<file path="config.mk">
export PLATFORM = sky130hd
export DESIGN_NAME = dma_ctrl_flat
export DESIGN_NICKNAME = d
export VERILOG_FILES = /design/src/rtl/dma_pkg.sv /design/src/rtl/dma_ctrl_if.sv /design/src/rtl/dma_cfg_regs.sv /design/src/rtl/dma_ctrl.sv /design/src/flat_wrapper.sv
export SDC_FILE = /design/constraint.sdc
export NUM_CORES = 1
export LEC_CHECK = 0
export CAP_MARGIN = 20
export CORE_MARGIN = 5
export CORE_UTILIZATION = 40
export DETAILED_ROUTE_END_ITERATION = 10
export DONT_BUFFER_PORTS = 1
export HOLD_SLACK_MARGIN = 0.06
export PLACE_DENSITY = 0.6
export REMOVE_ABC_BUFFERS = 1
export SYNTH_ARGS = -nofsm -noshare
export SYNTH_HDL_FRONTEND = slang
export SYNTH_HIERARCHICAL = 1
export SYNTH_SLANG_ARGS = --single-unit
export TNS_END_PERCENT = 10
</file>
<file path="constraint.sdc">
create_clock -name clk -period 7.6 [get_ports clk]
set_input_delay 2.28 -clock clk [delete_from_list [all_inputs] [get_ports clk]]
set_output_delay 2.28 -clock clk [all_outputs]
set_load 0.03 [all_outputs]
</file>
<file path="src/rtl/dma_pkg.sv">
// Shared definitions for the HOLD/HLDA block-transfer engine:
// state encoding, config-select codes and CTRL bit positions.
package dma_pkg;

    localparam int STATE_W = 3;

    typedef enum logic [STATE_W-1:0] {
        S_IDLE    = 3'd0,
        S_REQ     = 3'd1,
        S_SET_SRC = 3'd2,
        S_READ    = 3'd3,
        S_SET_DST = 3'd4,
        S_WRITE   = 3'd5,
        S_RELEASE = 3'd6
    } state_t;

    localparam logic [1:0] SEL_SRC   = 2'd0;
    localparam logic [1:0] SEL_DST   = 2'd1;
    localparam logic [1:0] SEL_COUNT = 2'd2;
    localparam logic [1:0] SEL_CTRL  = 2'd3;

    localparam int CTRL_START   = 0;
    localparam int CTRL_FILL    = 1;
    localparam int CTRL_IRQ_CLR = 2;

endpackage

</file>
<file path="src/rtl/dma_ctrl_if.sv">
// Config, HOLD/HLDA and shared memory-port signals of the DMA engine.
// master = the DMA side, slave = CPU/controller/memory side.
interface dma_ctrl_if #(
    parameter int ADDR_W = 16,
    parameter int DATA_W = 8
);
    logic              cfg_we;
    logic [1:0]        cfg_sel;
    logic [ADDR_W-1:0] cfg_data;
    logic              hlda;
    logic [DATA_W-1:0] mem_rdata;
    logic              hold;
    logic              busy;
    logic              done;
    logic              irq;
    logic              bus_own;
    logic              mem_mar_write_en;
    logic              mem_write_en;
    logic [ADDR_W-1:0] mem_addr;
    logic [DATA_W-1:0] mem_wdata;

    modport master (
        input  cfg_we, cfg_sel, cfg_data, hlda, mem_rdata,
        output hold, busy, done, irq, bus_own,
        output mem_mar_write_en, mem_write_en, mem_addr, mem_wdata
    );

    modport slave (
        output cfg_we, cfg_sel, cfg_data, hlda, mem_rdata,
        input  hold, busy, done, irq, bus_own,
        input  mem_mar_write_en, mem_write_en, mem_addr, mem_wdata
    );
endinterface

</file>
<file path="src/rtl/dma_cfg_regs.sv">
// SRC/DST/COUNT/mode/irq registers: config writes land only while idle,
// the FSM advances the pointers once per completed byte.
module dma_cfg_regs
    import dma_pkg::*;
#(
    parameter int ADDR_W = 16,
    parameter int CNT_W  = 8
) (
    input  logic              clk,
    input  logic              rst,
    input  logic              cfg_we,
    input  logic [1:0]        cfg_sel,
    input  logic [ADDR_W-1:0] cfg_data,
    input  logic              busy,
    input  logic              step,
    input  logic              irq_set,
    output logic [ADDR_W-1:0] src,
    output logic [ADDR_W-1:0] dst,
    output logic [CNT_W-1:0]  count,
    output logic              fill,
    output logic              start,
    output logic              irq
);
    logic ctrl_wr;
    logic wr_idle;

    assign ctrl_wr = cfg_we && (cfg_sel == SEL_CTRL);
    assign wr_idle = cfg_we && !busy;
    // start is a strobe, never stored: it only exists in the write cycle
    assign start   = ctrl_wr && !busy && cfg_data[CTRL_START];

    always_ff @(posedge clk) begin
        if (rst) begin
            src   <= '0;
            dst   <= '0;
            count <= '0;
            fill  <= 1'b0;
            irq   <= 1'b0;
        end else begin
            if (wr_idle) begin
                case (cfg_sel)
                    SEL_SRC:   src   <= cfg_data;
                    SEL_DST:   dst   <= cfg_data;
                    SEL_COUNT: count <= cfg_data[CNT_W-1:0];
                    SEL_CTRL:  fill  <= cfg_data[CTRL_FILL];
                    default:   ;
                endcase
            end
            if (step) begin
                dst   <= dst + ADDR_W'(1);
                count <= count - CNT_W'(1);
                if (!fill)
                    src <= src + ADDR_W'(1);
            end
            // Completion beats a simultaneous clear so an interrupt is never lost
            if (irq_set)
                irq <= 1'b1;
            else if (ctrl_wr && cfg_data[CTRL_IRQ_CLR])
                irq <= 1'b0;
        end
    end
endmodule

</file>
<file path="src/rtl/dma_ctrl.sv">
// Memory-to-memory copy / constant-fill DMA engine sharing the CPU memory
// port via HOLD/HLDA; all bus activity is qualified by the live hlda.
module dma_ctrl
    import dma_pkg::*;
#(
    parameter int ADDR_W = 16,
    parameter int DATA_W = 8,
    parameter int CNT_W  = 8
) (
    input  logic       clk,
    input  logic       rst,
    dma_ctrl_if.master bus
);
    state_t            state, state_nxt;
    logic [ADDR_W-1:0] src, dst;
    logic [CNT_W-1:0]  count;
    logic              fill, start, irq;
    logic              busy, step, irq_set;
    logic [DATA_W-1:0] rdata_lat;

    logic              hold_req, own, mar_we, mem_we, done_p;
    logic [ADDR_W-1:0] addr_drv;
    logic [DATA_W-1:0] wdata_drv;

    assign busy    = (state != S_IDLE);
    assign step    = (state == S_WRITE) && bus.hlda;
    assign irq_set = (state == S_RELEASE);

    dma_cfg_regs #(.ADDR_W(ADDR_W), .CNT_W(CNT_W)) u_cfg (
        .clk     (clk),
        .rst     (rst),
        .cfg_we  (bus.cfg_we),
        .cfg_sel (bus.cfg_sel),
        .cfg_data(bus.cfg_data),
        .busy    (busy),
        .step    (step),
        .irq_set (irq_set),
        .src     (src),
        .dst     (dst),
        .count   (count),
        .fill    (fill),
        .start   (start),
        .irq     (irq)
    );

    always_ff @(posedge clk) begin
        if (rst)
            state <= S_IDLE;
        else
            state <= state_nxt;
    end

    // Memory output is valid the cycle after the MAR load, i.e. during READ
    always_ff @(posedge clk) begin
        if (rst)
            rdata_lat <= '0;
        else if (state == S_READ && bus.hlda)
            rdata_lat <= bus.mem_rdata;
    end

    always_comb begin
        state_nxt = state;
        hold_req  = 1'b0;
        own       = 1'b0;
        mar_we    = 1'b0;
        mem_we    = 1'b0;
        done_p    = 1'b0;
        addr_drv  = '0;
        wdata_drv = '0;
        case (state)
            S_IDLE: begin
                if (start)
                    state_nxt = (count == '0) ? S_RELEASE : S_REQ;
            end
            S_REQ: begin
                hold_req = 1'b1;
                if (bus.hlda)
                    state_nxt = fill ? S_SET_DST : S_SET_SRC;
            end
            S_SET_SRC: begin
                hold_req = 1'b1;
                if (bus.hlda) begin
                    own       = 1'b1;
                    mar_we    = 1'b1;
                    addr_drv  = src;
                    state_nxt = S_READ;
                end
            end
            S_READ: begin
                hold_req = 1'b1;
                if (bus.hlda)
                    state_nxt = S_SET_DST;
            end
            S_SET_DST: begin
                hold_req = 1'b1;
                if (bus.hlda) begin
                    own       = 1'b1;
                    mar_we    = 1'b1;
                    addr_drv  = dst;
                    state_nxt = S_WRITE;
                end
            end
            S_WRITE: begin
                hold_req = 1'b1;
                if (bus.hlda) begin
                    own       = 1'b1;
                    mem_we    = 1'b1;
                    wdata_drv = fill ? src[DATA_W-1:0] : rdata_lat;
                    if (count == CNT_W'(1))
                        state_nxt = S_RELEASE;
                    else
                        state_nxt = fill ? S_SET_DST : S_SET_SRC;
                end
            end
            S_RELEASE: begin
                done_p    = 1'b1;
                state_nxt = S_IDLE;
            end
            default: state_nxt = S_IDLE;
        endcase
    end

    assign bus.hold             = hold_req;
    assign bus.busy             = busy;
    assign bus.done             = done_p;
    assign bus.irq              = irq;
    assign bus.bus_own          = own;
    assign bus.mem_mar_write_en = mar_we;
    assign bus.mem_write_en     = mem_we;
    assign bus.mem_addr         = addr_drv;
    assign bus.mem_wdata        = wdata_drv;
endmodule

</file>
<file path="src/flat_wrapper.sv">
// flat-port wrapper written by rule: the top's interface ports become plain ports
module dma_ctrl_flat import dma_pkg::*;
#(
    parameter int ADDR_W = 16,
    parameter int DATA_W = 8,
    parameter int CNT_W  = 8
)
  (clk, rst, bus_cfg_we, bus_cfg_sel, bus_cfg_data, bus_hlda, bus_mem_rdata, bus_hold, bus_busy, bus_done, bus_irq, bus_bus_own, bus_mem_mar_write_en, bus_mem_write_en, bus_mem_addr, bus_mem_wdata);
  dma_ctrl_if #(.ADDR_W(ADDR_W), .DATA_W(DATA_W)) bus_i ();
  input  logic clk;
  input  logic rst;
  input wire logic [$bits(bus_i.cfg_we)-1:0] bus_cfg_we;
  input wire logic [$bits(bus_i.cfg_sel)-1:0] bus_cfg_sel;
  input wire logic [$bits(bus_i.cfg_data)-1:0] bus_cfg_data;
  input wire logic [$bits(bus_i.hlda)-1:0] bus_hlda;
  input wire logic [$bits(bus_i.mem_rdata)-1:0] bus_mem_rdata;
  output wire logic [$bits(bus_i.hold)-1:0] bus_hold;
  output wire logic [$bits(bus_i.busy)-1:0] bus_busy;
  output wire logic [$bits(bus_i.done)-1:0] bus_done;
  output wire logic [$bits(bus_i.irq)-1:0] bus_irq;
  output wire logic [$bits(bus_i.bus_own)-1:0] bus_bus_own;
  output wire logic [$bits(bus_i.mem_mar_write_en)-1:0] bus_mem_mar_write_en;
  output wire logic [$bits(bus_i.mem_write_en)-1:0] bus_mem_write_en;
  output wire logic [$bits(bus_i.mem_addr)-1:0] bus_mem_addr;
  output wire logic [$bits(bus_i.mem_wdata)-1:0] bus_mem_wdata;
  assign bus_i.cfg_we = bus_cfg_we;
  assign bus_i.cfg_sel = bus_cfg_sel;
  assign bus_i.cfg_data = bus_cfg_data;
  assign bus_i.hlda = bus_hlda;
  assign bus_i.mem_rdata = bus_mem_rdata;
  assign bus_hold = bus_i.hold;
  assign bus_busy = bus_i.busy;
  assign bus_done = bus_i.done;
  assign bus_irq = bus_i.irq;
  assign bus_bus_own = bus_i.bus_own;
  assign bus_mem_mar_write_en = bus_i.mem_mar_write_en;
  assign bus_mem_write_en = bus_i.mem_write_en;
  assign bus_mem_addr = bus_i.mem_addr;
  assign bus_mem_wdata = bus_i.mem_wdata;
  dma_ctrl #(.ADDR_W(ADDR_W), .DATA_W(DATA_W), .CNT_W(CNT_W)) u_core (.clk(clk), .rst(rst), .bus(bus_i));
endmodule
</file>
==> After elaboration in Yosys (flattened, before gate mapping) <==
Cells that the tools add are included.
{ "totals": {"out_inout_bits": 31, "word_cells": 83, "input_bits": 30, "register_bits": 53} }
{ "classes": {"reduce_logical": 23, "n_addsub": 3, "eq_ne": 16, "mux": 34} }
{ "op_table": {"columns": ["op", "count"], "rows": [
  ["two-way mux 16 bit", 9],
  ["two-way mux 8 bit", 6],
  ["adder 16 x 1 -> 16 bit (second input constant)", 2],
  ["case mux 16 bit (2 select lines)", 1],
  ["two-way mux 3 bit", 9],
  ["case mux 3 bit (6 select lines)", 1],
  ["!= test 2 bit (second input constant)", 5],
  ["equality test 3 bit (second input constant)", 3],
  ["equality test 8 x 1 -> 1 bit (second input constant)", 1],
  ["zero test 8 bit", 1],
  ["two-way mux 1 bit", 8],
  ["nonzero test 2 bit", 4],
  ["subtractor 8 x 1 -> 8 bit (second input constant)", 1],
  ["logical AND 1 bit", 7],
  ["equality test 3 x 2 -> 1 bit (second input constant)", 2],
  ["AND reduction 2 bit", 3],
  ["AND reduction 6 bit", 1],
  ["OR reduction 5 bit", 1],
  ["equality test 2 bit (second input constant)", 2],
  ["equality test 3 x 1 -> 1 bit (second input constant)", 1],
  ["zero test 3 bit", 1],
  ["nonzero test 3 bit", 1],
  ["OR reduction 3 bit", 1],
  ["equality test 2 x 1 -> 1 bit (second input constant)", 1],
  ["4 further kinds", 4]
]} }

==> Depth between registers and ports, before layout <==
{ "logic_depth": {"depth_word": 6, "ltp_mapped": 11, "mapped_depth_nobuf": 7} }

==> Modules after synthesis <==
Netlist, hierarchy kept.
{ "by_module_without_submodules": {"columns": ["mod", "seq_area_each_um2", "area_each_um2", "n_inst", "cells_per_inst"], "rows": [
  ["dma_cfg_regs", 840.8, 2348.5, 1, 296],
  ["dma_ctrl", 220.2, 1023.5, 1, 139]
]} }

==> Least setup slack after synthesis <==
OpenSTA, ideal clock, no wires.
{ "synth_timing": {"path_kind": "input to output", "from": "input bus_hlda", "to": "output bus_mem_wdata[0]", "path_buffers": 1, "t_arrival_ps": 3193, "path_slack_ps": 2127, "stages": 3, "t_required_ps": 5320, "cell_sequence": "clkbuf_1 nand3_1 nor2_1"} }
{ "synth_via": {"elab_chain_cells": 2} }
{ "synth_rtl": {"columns": ["item", "line_no", "source"], "rows": [
  ["start: declaration", "flat_wrapper.sv:15", "input wire logic [$bits(bus_i.hlda)-1:0] bus_hlda;"],
  ["two-way mux 8 bit", "dma_ctrl.sv:105", "if (bus.hlda) begin"],
  ["two-way mux 8 bit", "dma_ctrl.sv:70", "case (state)"],
  ["end: declaration", "flat_wrapper.sv:25", "output wire logic [$bits(bus_i.mem_wdata)-1:0] bus_mem_wdata;"]
]} }
No other way between the ends.

==> Final worst setup path <==
{ "layout_timing": {"from": "input bus_hlda", "to": "output bus_mem_wdata[5]"} }
The elaborated chain is that of the path after synthesis.

==> metrics.txt <==
status finished, final reports clean; hpwl dp 7230 µm; Clock Latency Late Sink 0.31 ns; CP Data Required Time 5.32 ns; fin crit period 5.39 ns; CP endpoint kind output port; final layout net count 453; GPL Wtd Cong 0.873; sequential cell area fraction in the yosys report 31.5%; Die Wd 102 µm; DRT antenna net count 0; largest net degree at the start of global routing 54; 1st-pass router iterations 5; grt total ovfl 0; Initial Util 41.0%; most used flip-flop cell after synthesis dfxtp_1; share of the synthesized area in the top cell type 31.5%; Synth cell types 65; area grow syn2layout 3.71%; Core ar. 0.00822 mm²; Via Count 3286; via/cell ratio 6.27; RR Startpoint u_core/state[2]; max cap viols 0; slew margin rel. 40.9%; worst-margin pin slew 0.878 ns; vias in the first global route 2993; Hold Crit Class flop to flop; final setup violation count 0; EDFF count, synth 0; Resized cells post-CTS 0; Sum Neg Setup Slack 0 ns; type of origin of the critical path primary input; f_max 0.186 GHz; combinational fraction of design power 24.8%; part of the power in registers 51.6%; Num CTS Buffers 5; Net Sw Frac 35.2%; Clock Power Share 23.6%; initial drt markers 261; Avg Inst Size Synth 7.75 µm²; final-layout fill cell count 861; count of pins over their slew limit 0; Worst Hold Launch u_core/rdata_lat[3]; WP buf/inv 0; CP Class primary input to output port; drt wl/cell 19.1 µm; Cells after Synth 435; CTS root buf clkbuf_8; most frequent cells in the layout nor2_1 (56), dfxtp_1 (53), nand2_1 (43); Max Root-Sink Buffers 2; Fin. Hold Viols 0; GRT Overall Usage 19.5%; FF+latch count, synth 53; global-route wire length before repair 16000 µm; # hold bufs at CTS 0; Area contributors post-synth dfxtp_1 (31%), nor2_1 (6.2%), nand2_1 (4.8%); net load switching power 249 µW; Post-Syn Area 0.00337 mm²; ant diodes 0; CTS tree done; Yosys warnings 6; period utilisation layout 70.9%; H-tree depth 2; most common cell after layout, fill and taps aside nor2_1; Leakage 1.07 nW; die height 102 µm; Final Core Density 42.6%; setup bufs post-CTS 0; initial antenna violation count 0; RSZ-0062 raised after global routing no; critical path data arrival time 3.11 ns; crit path from bus_hlda; Die Area 0.0104 mm²; minimum hold slack 0.454 ns; clock skew 0.00443 ns; share of cells above drive strength 1 8.11%; # clock sinks 53; Total Power Consumption 708 µW; final wirelength 10000 µm; Async S/R FF share, synth 0%; # DRC 0; maximum VDD drop 0.0838 mV; Rows 33; cell taking the most area after synthesis dfxtp_1; IO Pins 61; Worst path max stage delay 0.56 ns; CP delay by family, top simple AND/OR/NAND/NOR gates; P_int 459 µW; input/output buffers 0; Power Dens Cells 202 mW/mm²; slowest stage cell on the critical path nor2_1; CP max FO 23; worst path cell trace nand3_1 -> nor2_1; Clk pin slew, worst setup/hold paths 0.09 ns
-- through the flow --
| stage | cell area [µm²] | setup slack [ns] | instances |
|---|---|---|---|
| after global placement | 3410 | 2.23 | 517 |
| after CTS | 3500 | 2.21 | 524 |
| after global routing | 3500 | 2.15 | 524 |
| final | 3500 | 2.21 | 524 |
| after detailed placement | 3410 | 2.21 | 517 |
| after floorplan | 3260 | 2.21 | 410 |
-- final cells by class --
type	instances	area, µm²	share of cell area (%)
Tap cell	105	131	3.76
Sequential cell	53	1060	30.3
Clock buffer	7	86.3	2.47
Timing Repair Buffer	2	15.0	0.429
Multi-Input combinational cell	346	2160	61.8
Inverter	11	41.3	1.18
-- routing by layer --
metal  GRT usage [%]  part of all wire (%)  vias to the layer above
met2            30.8                    46                      134
met4            5.35                   1.5                        0
met1            27.8                    45                     1550
li1                -                     -                     1591
met3            3.07                   7.4                       11
met5               0                     0                        -
-- state kept, by name, indices dropped and copies added (netlist names) --
register and count:
u_core/state 3, u_core/u_cfg/fill 1, u_core/rdata_lat 8, u_core/u_cfg/irq 1
u_core/u_cfg/src 16, u_core/u_cfg/dst 16, u_core/u_cfg/count 8
-- path summary, 6_finish.rpt --
| kind | slack, ns | cells past startpoint | to |
|---|---|---|---|
| worst max-delay path | 2.21 | 2 | bus_mem_wdata[5] |
| worst min-delay path | 0.45 | 2 | u_core/rdata_lat[3] |
| worst max register to register | 4.19 | 8 | u_core/u_cfg/dst[9] |
| worst min register to register | 0.45 | 2 | u_core/rdata_lat[3] |
-- power groups by stage --
stage	Combinational [mW]	Sequential (mW)	Clock, mW
floorplan	0.146	0.353	0
CTS	0.174	0.364	0.172
finish	0.175	0.365	0.167
global route	0.191	0.373	0.183
global placement	0.169	0.369	0
detailed placement	0.172	0.370	0
-- cell families after synthesis --
family | share of synthesized area [%]
flip-flops | 31.5
AO/OA/AOI/OAI | 23.4
adder cells (fa/ha/maj) | 1.48
buffers and inverters | 4.42
AND/OR/NAND/NOR | 34.9
multiplexers | 4.30
-- synthesized netlist by cell type, types with 2 or more instances --
master     count
dfxtp_1       53
nor3_1        12
nand4_1        8
o221a_2        2
and4_1         3
and3_1         7
or2_2          2
nand2b_1       5
and2_1         2
nand4b_1       4
nand2_1       43
buf_2          8
o21ai_0       10
o21a_1         2
a31oi_1       11
or3_1          5
mux2i_1       10
a32oi_1        2
nor4_1        11
a22oi_1       18
a311oi_1       6
nor2_1        56
nand3_1       15
nor3_2         2
a211oi_1      12
nor2_2         3
a2111oi_0      5
inv_1         10
a2bb2oi_1      3
o211ai_1       3
clkbuf_1      16
a21oi_1       30
ha_1           4
mux2_2         4
nor2b_1       18
Note: power is estimated with default switching activity, not from simulation.
